===== src/rtl/mux_scan_pkg.sv =====
// Shared types and constants for the mux scan sequencer.
package mux_scan_pkg;

  localparam int DWELL_W = 4;

  typedef enum logic [1:0] {
    IDLE,
    SETTLE,
    OUTPUT
  } state_e;

  typedef logic [1:0] chan_idx_t;

  // Returns {sel_s0, sel_s1}: s0 picks the pair, s1 picks within the pair.
  function automatic logic [1:0] sel_of(chan_idx_t idx);
    return {idx[1], idx[0]};
  endfunction

endpackage


===== src/rtl/mux_scan_ctrl_if.sv =====
// Sample stream from the scan sequencer to its consumer (valid/ready).
interface mux_scan_ctrl_if;
  import mux_scan_pkg::*;

  logic       out_valid;
  logic [3:0] out_data;
  chan_idx_t  out_chan;
  logic       out_ready;

  modport master (output out_valid, out_data, out_chan, input out_ready);
  modport slave  (input out_valid, out_data, out_chan, output out_ready);
endinterface


===== src/rtl/mux_scan_next_chan.sv =====
// Priority finder over a 4-bit channel mask: next higher enabled index,
// lowest enabled index, and whether the current index is the last one.
module mux_scan_next_chan
  import mux_scan_pkg::*;
(
  input  logic [3:0] mask_i,
  input  chan_idx_t  idx_i,
  output chan_idx_t  next_idx_o,
  output chan_idx_t  low_idx_o,
  output logic       last_o
);

  always_comb begin
    // NOTE: every output gets a default before the loops so no path leaves
    // one unassigned; otherwise synthesis infers a latch.
    next_idx_o = idx_i;
    low_idx_o  = '0;
    last_o     = 1'b1;
    // Descending scan: the final hit is the lowest qualifying bit.
    for (int i = 3; i >= 0; i--) begin
      if (mask_i[i]) low_idx_o = chan_idx_t'(i);
    end
    for (int i = 3; i >= 0; i--) begin
      if (mask_i[i] && (i > int'(idx_i))) begin
        next_idx_o = chan_idx_t'(i);
        last_o     = 1'b0;
      end
    end
  end

endmodule


===== src/rtl/mux_scan_ctrl.sv =====
// Scans enabled mux channels in ascending order, waits DWELL settle cycles,
// captures the mux output and hands each sample downstream.
module mux_scan_ctrl
  import mux_scan_pkg::*;
#(
  parameter int DWELL = 1
) (
  input  logic                  clk,
  input  logic                  rst_n,
  input  logic                  start,
  input  logic                  cont,
  input  logic                  stop,
  input  logic [3:0]            chan_en,
  input  logic [3:0]            mux_y,
  output logic                  sel_s1,
  output logic                  sel_s0,
  output logic                  busy,
  output logic                  frame_done,
  mux_scan_ctrl_if.master       out_if
);

  localparam logic [DWELL_W-1:0] DWELL_LD = DWELL_W'(DWELL);

  state_e               state_q, state_d;
  logic [3:0]           mask_q, mask_d;
  logic                 cont_q, cont_d;
  logic                 stop_q, stop_d;
  chan_idx_t            idx_q, idx_d;
  logic [DWELL_W-1:0]   cnt_q, cnt_d;
  logic                 valid_q, valid_d;
  logic [3:0]           data_q, data_d;
  chan_idx_t            chan_q, chan_d;
  logic [1:0]           sel_q, sel_d;
  logic                 busy_q, busy_d;
  logic                 fd_q, fd_d;

  chan_idx_t step_next, step_low_unused;
  logic      step_last;
  chan_idx_t new_low, new_next_unused;
  logic      new_last_unused;
  logic      chan_en_nz;

  // Walk within the latched mask, and find the entry point of a fresh mask.
  mux_scan_next_chan u_step (
    .mask_i     (mask_q),
    .idx_i      (idx_q),
    .next_idx_o (step_next),
    .low_idx_o  (step_low_unused),
    .last_o     (step_last)
  );

  mux_scan_next_chan u_new (
    .mask_i     (chan_en),
    .idx_i      ('0),
    .next_idx_o (new_next_unused),
    .low_idx_o  (new_low),
    .last_o     (new_last_unused)
  );

  assign chan_en_nz = |chan_en;

  always_comb begin
    state_d = state_q;
    mask_d  = mask_q;
    cont_d  = cont_q;
    stop_d  = stop_q;
    idx_d   = idx_q;
    cnt_d   = cnt_q;
    valid_d = valid_q;
    data_d  = data_q;
    chan_d  = chan_q;
    fd_d    = 1'b0;

    unique case (state_q)
      IDLE: begin
        valid_d = 1'b0;
        idx_d   = '0;
        if (start && chan_en_nz) begin
          mask_d  = chan_en;
          cont_d  = cont;
          stop_d  = 1'b0;
          idx_d   = new_low;
          cnt_d   = DWELL_LD;
          state_d = SETTLE;
        end
      end
      SETTLE: begin
        if (stop) stop_d = 1'b1;
        if (cnt_q <= 1) begin
          valid_d = 1'b1;
          data_d  = mux_y;
          chan_d  = idx_q;
          state_d = OUTPUT;
        end else begin
          cnt_d = cnt_q - 1'b1;
        end
      end
      OUTPUT: begin
        if (stop) stop_d = 1'b1;
        if (out_if.out_ready) begin
          valid_d = 1'b0;
          cnt_d   = DWELL_LD;
          if (step_last) begin
            fd_d = 1'b1;
            // A stop arriving on the final handshake still ends the scan.
            if (cont_q && !stop_d && chan_en_nz) begin
              mask_d  = chan_en;
              idx_d   = new_low;
              state_d = SETTLE;
            end else begin
              idx_d   = '0;
              state_d = IDLE;
            end
          end else begin
            idx_d   = step_next;
            state_d = SETTLE;
          end
        end
      end
      default: begin
        idx_d   = '0;
        valid_d = 1'b0;
        state_d = IDLE;
      end
    endcase

    sel_d  = sel_of(idx_d);
    busy_d = (state_d != IDLE);
  end

  // NOTE: state registers use non-blocking assignments so every flop samples
  // the pre-edge value of its neighbours.
  always_ff @(posedge clk or negedge rst_n) begin
    if (!rst_n) begin
      state_q <= IDLE;
      mask_q  <= '0;
      cont_q  <= 1'b0;
      stop_q  <= 1'b0;
      idx_q   <= '0;
      cnt_q   <= '0;
      valid_q <= 1'b0;
      data_q  <= '0;
      chan_q  <= '0;
      sel_q   <= '0;
      busy_q  <= 1'b0;
      fd_q    <= 1'b0;
    end else begin
      state_q <= state_d;
      mask_q  <= mask_d;
      cont_q  <= cont_d;
      stop_q  <= stop_d;
      idx_q   <= idx_d;
      cnt_q   <= cnt_d;
      valid_q <= valid_d;
      data_q  <= data_d;
      chan_q  <= chan_d;
      sel_q   <= sel_d;
      busy_q  <= busy_d;
      fd_q    <= fd_d;
    end
  end

  assign sel_s0           = sel_q[1];
  assign sel_s1           = sel_q[0];
  assign busy             = busy_q;
  assign frame_done       = fd_q;
  assign out_if.out_valid = valid_q;
  assign out_if.out_data  = data_q;
  assign out_if.out_chan  = chan_q;

endmodule

===== src/flat_wrapper.sv =====
// flat-port wrapper written by rule: the top's interface ports become plain ports
module mux_scan_ctrl_flat import mux_scan_pkg::*;
#(
  parameter int DWELL = 1
)
  (clk, rst_n, start, cont, stop, chan_en, mux_y, sel_s1, sel_s0, busy, frame_done, out_if_out_valid, out_if_out_data, out_if_out_chan, out_if_out_ready);
  mux_scan_ctrl_if out_if_i ();
  input  logic clk;
  input  logic rst_n;
  input  logic start;
  input  logic cont;
  input  logic stop;
  input  logic [3:0] chan_en;
  input  logic [3:0] mux_y;
  output logic sel_s1;
  output logic sel_s0;
  output logic busy;
  output logic frame_done;
  output wire logic [$bits(out_if_i.out_valid)-1:0] out_if_out_valid;
  output wire logic [$bits(out_if_i.out_data)-1:0] out_if_out_data;
  output wire logic [$bits(out_if_i.out_chan)-1:0] out_if_out_chan;
  input wire logic [$bits(out_if_i.out_ready)-1:0] out_if_out_ready;
  assign out_if_out_valid = out_if_i.out_valid;
  assign out_if_out_data = out_if_i.out_data;
  assign out_if_out_chan = out_if_i.out_chan;
  assign out_if_i.out_ready = out_if_out_ready;
  mux_scan_ctrl #(.DWELL(DWELL)) u_core (.clk(clk), .rst_n(rst_n), .start(start), .cont(cont), .stop(stop), .chan_en(chan_en), .mux_y(mux_y), .sel_s1(sel_s1), .sel_s0(sel_s0), .busy(busy), .frame_done(frame_done), .out_if(out_if_i));
endmodule

===== config.mk =====
export PLATFORM = sky130hd
export DESIGN_NAME = mux_scan_ctrl_flat
export DESIGN_NICKNAME = d
export VERILOG_FILES = /design/src/rtl/mux_scan_pkg.sv /design/src/rtl/mux_scan_ctrl_if.sv /design/src/rtl/mux_scan_next_chan.sv /design/src/rtl/mux_scan_ctrl.sv /design/src/flat_wrapper.sv
export SDC_FILE = /design/constraint.sdc
export NUM_CORES = 1
export LEC_CHECK = 0
export BUFFER_PORTS_ARGS = -buffer_cell sky130_fd_sc_hd__buf_2
export CORE_ASPECT_RATIO = 1.4
export CORE_MARGIN = 10
export CORE_UTILIZATION = 59
export CTS_CLUSTER_DIAMETER = 80
export DETAILED_ROUTE_END_ITERATION = 8
export PLACE_DENSITY_LB_ADDON = 0.3
export SLEW_MARGIN = 40
export SYNTH_ARGS = -nofsm -noshare
export SYNTH_HDL_FRONTEND = slang
export SYNTH_HIERARCHICAL = 1
export SYNTH_SLANG_ARGS = --single-unit

===== constraint.sdc =====
create_clock -name clk -period 2.67 [get_ports clk]
set_input_delay 0.534 -clock clk [delete_from_list [all_inputs] [get_ports clk]]
set_output_delay 0.534 -clock clk [all_outputs]
set_load 0.01 [all_outputs]

== After elaboration in Yosys (flattened, before gate mapping) ==
Cells that the tools add are included.

* Add/sub/neg operators: 1
* Order comparisons: 4
* Eq/ne operators: 9
* Multiplexer cells: 40
* Bitwise gates (word level): 1
* Reduce and logical (&&, ||, !) cells: 19

{| class="wikitable"
|+ Operators by type and width
! operator !! count
|-
| $mux W2 || 14
|-
| $mux W4 || 7
|-
| $mux W1 || 13
|-
| $pmux W2 S3 || 2
|-
| $pmux W4 S3 || 1
|-
| $ne A2 B1 Y1 const B || 4
|-
| $pmux W4 S2 || 1
|-
| $reduce_and A2 Y1 || 4
|-
| $logic_and A1 B1 Y1 || 6
|-
| $ne A5 B4 Y1 const B || 1
|-
| $reduce_and A5 Y1 || 1
|-
| $gt A2 B2 Y1 const A || 2
|-
| $le A4 B1 Y1 const B || 1
|-
| $ne A2 B2 Y1 const B || 2
|-
| $reduce_and A4 Y1 || 1
|-
| $reduce_bool A2 Y1 || 2
|-
| $reduce_or A4 Y1 || 1
|-
| $sub A4 B1 Y4 const B || 1
|-
| $pmux W1 S3 || 1
|-
| $reduce_and A3 Y1 || 1
|-
| $reduce_bool A3 Y1 || 1
|-
| $eq A2 B1 Y1 const B || 1
|-
| $eq A2 B2 Y1 const B || 1
|-
| $gt A1 B2 Y1 const A || 1
|-
| 4 further kinds || 4
|}

* Register bits after elaboration: 23
* Input bits: 14
* Output and inout port bits: 11
* Word-level logic and storage cells: 85

== Logic depth before layout (Yosys ltp) ==
* Word-level depth: 10
* Mapped depth: 7
* Gate-level depth less buffers: 6

== By module ==
The synthesis kept the hierarchy.

{| class="wikitable"
|+ By module, submodules not included
! module !! instances !! cells an instance !! area an instance (um2)
|-
| mux_scan_ctrl || 1 || 105 || 1,188.6
|-
| mux_scan_next_chan || 2 || 13 || 93.8
|}

== Worst setup path after synthesis ==
Ideal clock, no wire load.

* Path kind: register to register
* Start: register u_core.state_q[0]
* End: register u_core.cnt_q[0]
* Data arrival time: 1,605 ps
* Data required time: 2,542 ps
* Slack: 937 ps
* Cell stages (with the launch flop): 8
* Buffers on the path: 1
* Clock period less this slack: 1,733 ps
* Path through: dfrtp_1 > inv_1 > ha_1 > buf_2 > nor2b_1 > a31oi_1 > nand2_1 > mux2_1

* Longest elaborated chain between the ends: 3

{| class="wikitable"
|+ Ends and longest elaborated chain
! what !! RTL line !! RTL
|-
| from (decl) || mux_scan_ctrl.sv:24 || <nowiki>state_e state_q, state_d;</nowiki>
|-
| from (signal assigned) || mux_scan_ctrl.sv:148 || <nowiki>state_q <= state_d;</nowiki>
|-
| $eq A2 B1 Y1, or another cell as far along || mux_scan_ctrl.sv:74 || <nowiki>unique case (state_q)</nowiki>
|-
| $ne A2 B2 Y1 (no line), or another cell as far along || n/a ||
|-
| $reduce_and A4 Y1 (no line) || n/a ||
|-
| to (signal assigned) || mux_scan_ctrl.sv:153 || <nowiki>cnt_q <= cnt_d;</nowiki>
|-
| to (decl) || mux_scan_ctrl.sv:29 || <nowiki>logic [DWELL_W-1:0] cnt_q, cnt_d;</nowiki>
|}

Several ways; a longest one is shown, not always the timed one.
A chain may end at the register's enable or synchronous reset.

== Worst setup path after layout ==
* Start: register u_core.state_q[0]
* End: register u_core.cnt_q[2]

Same word-level chain as after synthesis.

==> flow_metrics.env <==
export IMPL_endpoint_kind="register"
export IMPL_fillers=158
export IMPL_clockBufferDepth=2
export IMPL_fmax_ghz=0.492
export IMPL_grt_pass1_vias=1032
export IMPL_detail_route_wl_per_cell_um=15.7
export IMPL_wl_met3_um=171
export IMPL_coreArea_um2=2000
export IMPL_tightest_slew_ns=0.468
export IMPL_postCtsSetupBuffers=0
export IMPL_arrival_ns=2.23
export IMPL_post_cts_resized=0
export IMPL_syn_num_nets=136
export IMPL_fin_util=0.711
export IMPL_dp_final_hpwl_mm=2.00
export IMPL_vias=1003
export IMPL_ant_nets=0
export IMPL_drt_wl_total_mm=2.56
export IMPL_diodes=0
export IMPL_r2r_cells=6
export IMPL_max_cap_violations=0
export IMPL_h_tree_depth=1
export IMPL_cts_hold_buf=0
export IMPL_dieHeight_um=74.4
export IMPL_numCtsBuffers=3
export IMPL_area_growth_pct=14.0
export IMPL_grt_overflow_total=0
export IMPL_viasPerCell=6.15
export IMPL_initial_core_util=0.624
export IMPL_final_setup_tns_ns=0
export IMPL_final_common_cell="buf_2"
export IMPL_hp_class="in -> async"
export IMPL_port_buffers=24
export IMPL_critPathLaunch="u_core/state_q[0]"
export IMPL_synth_warnings=6
export IMPL_io_pins=25
export IMPL_synth_area_per_cell_um2=10.7
export IMPL_start_kind="register"
export IMPL_status="finished clean"
export IMPL_place_congestion=0.890
export IMPL_synth_area_um2=1250
export IMPL_clock_root_buffer="clkbuf_4"
export IMPL_layout_worst_path_cycle_share=0.761
export IMPL_highest_layer="met4"
export IMPL_reg2reg_to="u_core/cnt_q[2]"
export IMPL_num_rows=19
export IMPL_p_per_area_nw_per_um2=1200
export IMPL_antenna_found_initial=0
export IMPL_slew_headroom=0.688
export IMPL_wl_met2_mm=1.39
export IMPL_die_area_um2=4380
export IMPL_min_period_ns=2.03
export IMPL_cp_required_ns=2.87
export IMPL_reg2reg_slack_ns=0.64
export IMPL_drc_errors=0
export IMPL_nets=163
export IMPL_first_pass_iters=4
export IMPL_finalClockSkew_ns=0.00385
export IMPL_track_usage=0.130
export IMPL_grt_max_degree=23
export IMPL_synthCells=116
export IMPL_worstPathMaxFanout=9
export IMPL_rsz0062_at_grt="false"
export IMPL_ir_worst_vdd_v=0.000672
export IMPL_path_class="reg -> reg"
export IMPL_met1_length_um=935
export IMPL_clock_latency_ns=0.30
export IMPL_leakage_nw=0.654
export IMPL_numClockSinks=22
export IMPL_finalMaxSlewViolations=0
export IMPL_die_w_um=58.8
export IMPL_report_final_setup_viol=0
export IMPL_cts_tree="built"
export IMPL_grt_pass1_wl_mm=4.48
export IMPL_layout_common_cells="24 x buf_2, 22 x dfrtp_1, 8 x inv_1, 8 x nor2_1, 8 x mux2_2"
export IMPL_clkSlewWorstSetupHoldPaths_ns=0.11
export IMPL_drive_gt1_frac=0.317
export IMPL_drt_initial_drc_count=24
export IMPL_hold_viol=0
export IMPL_r2r_start="u_core/state_q[0]"
[sequential cells by signal, indices dropped and copies added, names as in the netlist]
signal and cells:
u_core/stop_q 1, u_core/frame_done 1, u_core/mask_q 3, u_core/sel_q 2
u_core/state_q 2, u_core/out_if.out_chan 2, u_core/out_if.out_valid 1, u_core/out_if.out_data 4
u_core/busy 1, u_core/cont_q 1, u_core/cnt_q 4
[worst max-delay path by stage]
stage | cells after the start | to | slack (ns)
2_1_floorplan | 7 | u_core/cnt_q[0] | 0.94
3_3_place_gp | 5 | u_core/cnt_q[0] | 0.78
3_5_place_dp | 6 | u_core/cnt_q[2] | 0.75
4_1_cts | 6 | u_core/cnt_q[2] | 0.69
5_1_grt | 6 | u_core/cnt_q[3] | 0.50
6_report | 6 | u_core/cnt_q[2] | 0.64
[worst max-delay path, stage by stage, from the launching register on]
cell and delay (ns):
dfrtp_1 0.47, inv_1 0.13, ha_1 0.34, nor2b_1 0.21, nor2_1 0.34, o21ai_0 0.17
mux2_2 0.28
[per-layer routing]
layer / global-route usage / vias to the layer above
met4: 0.0844 / 0
met3: 0.0409 / 9
li1: - / 479
met1: 0.121 / 473
met5: 0 / -
met2: 0.235 / 42
[layout make-up]
type	count	area [um2]	share of cell area
multi-input cells	84	657	0.463
flip-flops and latches	22	551	0.388
repair buffers	24	120	0.0846
clock buffers	4	36.3	0.0256
inverters	8	30.0	0.0211
well taps	21	26.3	0.0185
[through the flow]
stage	total power [mW]	cell area [um2]	std cells	hold slack, ns	setup slack (ns)
floorplan	1.28	1250	116	0.238	0.937
finish	1.70	1420	163	0.164	0.637
CTS	1.71	1420	163	0.168	0.688
detailed placement	1.52	1380	159	0.488	0.755
global placement	1.48	1380	159	0.481	0.779
global route	1.86	1420	163	0.171	0.504
[where the power goes]
| group | switching, mW | total, mW | leakage (nW) | internal [mW] |
|---|---|---|---|---|
| sequential | 0.124 | 0.614 | 0.271 | 0.490 |
| clock | 0.0950 | 0.178 | 0.0210 | 0.0832 |
| combinational | 0.483 | 0.908 | 0.363 | 0.425 |
(Power assumes the default switching activity.)
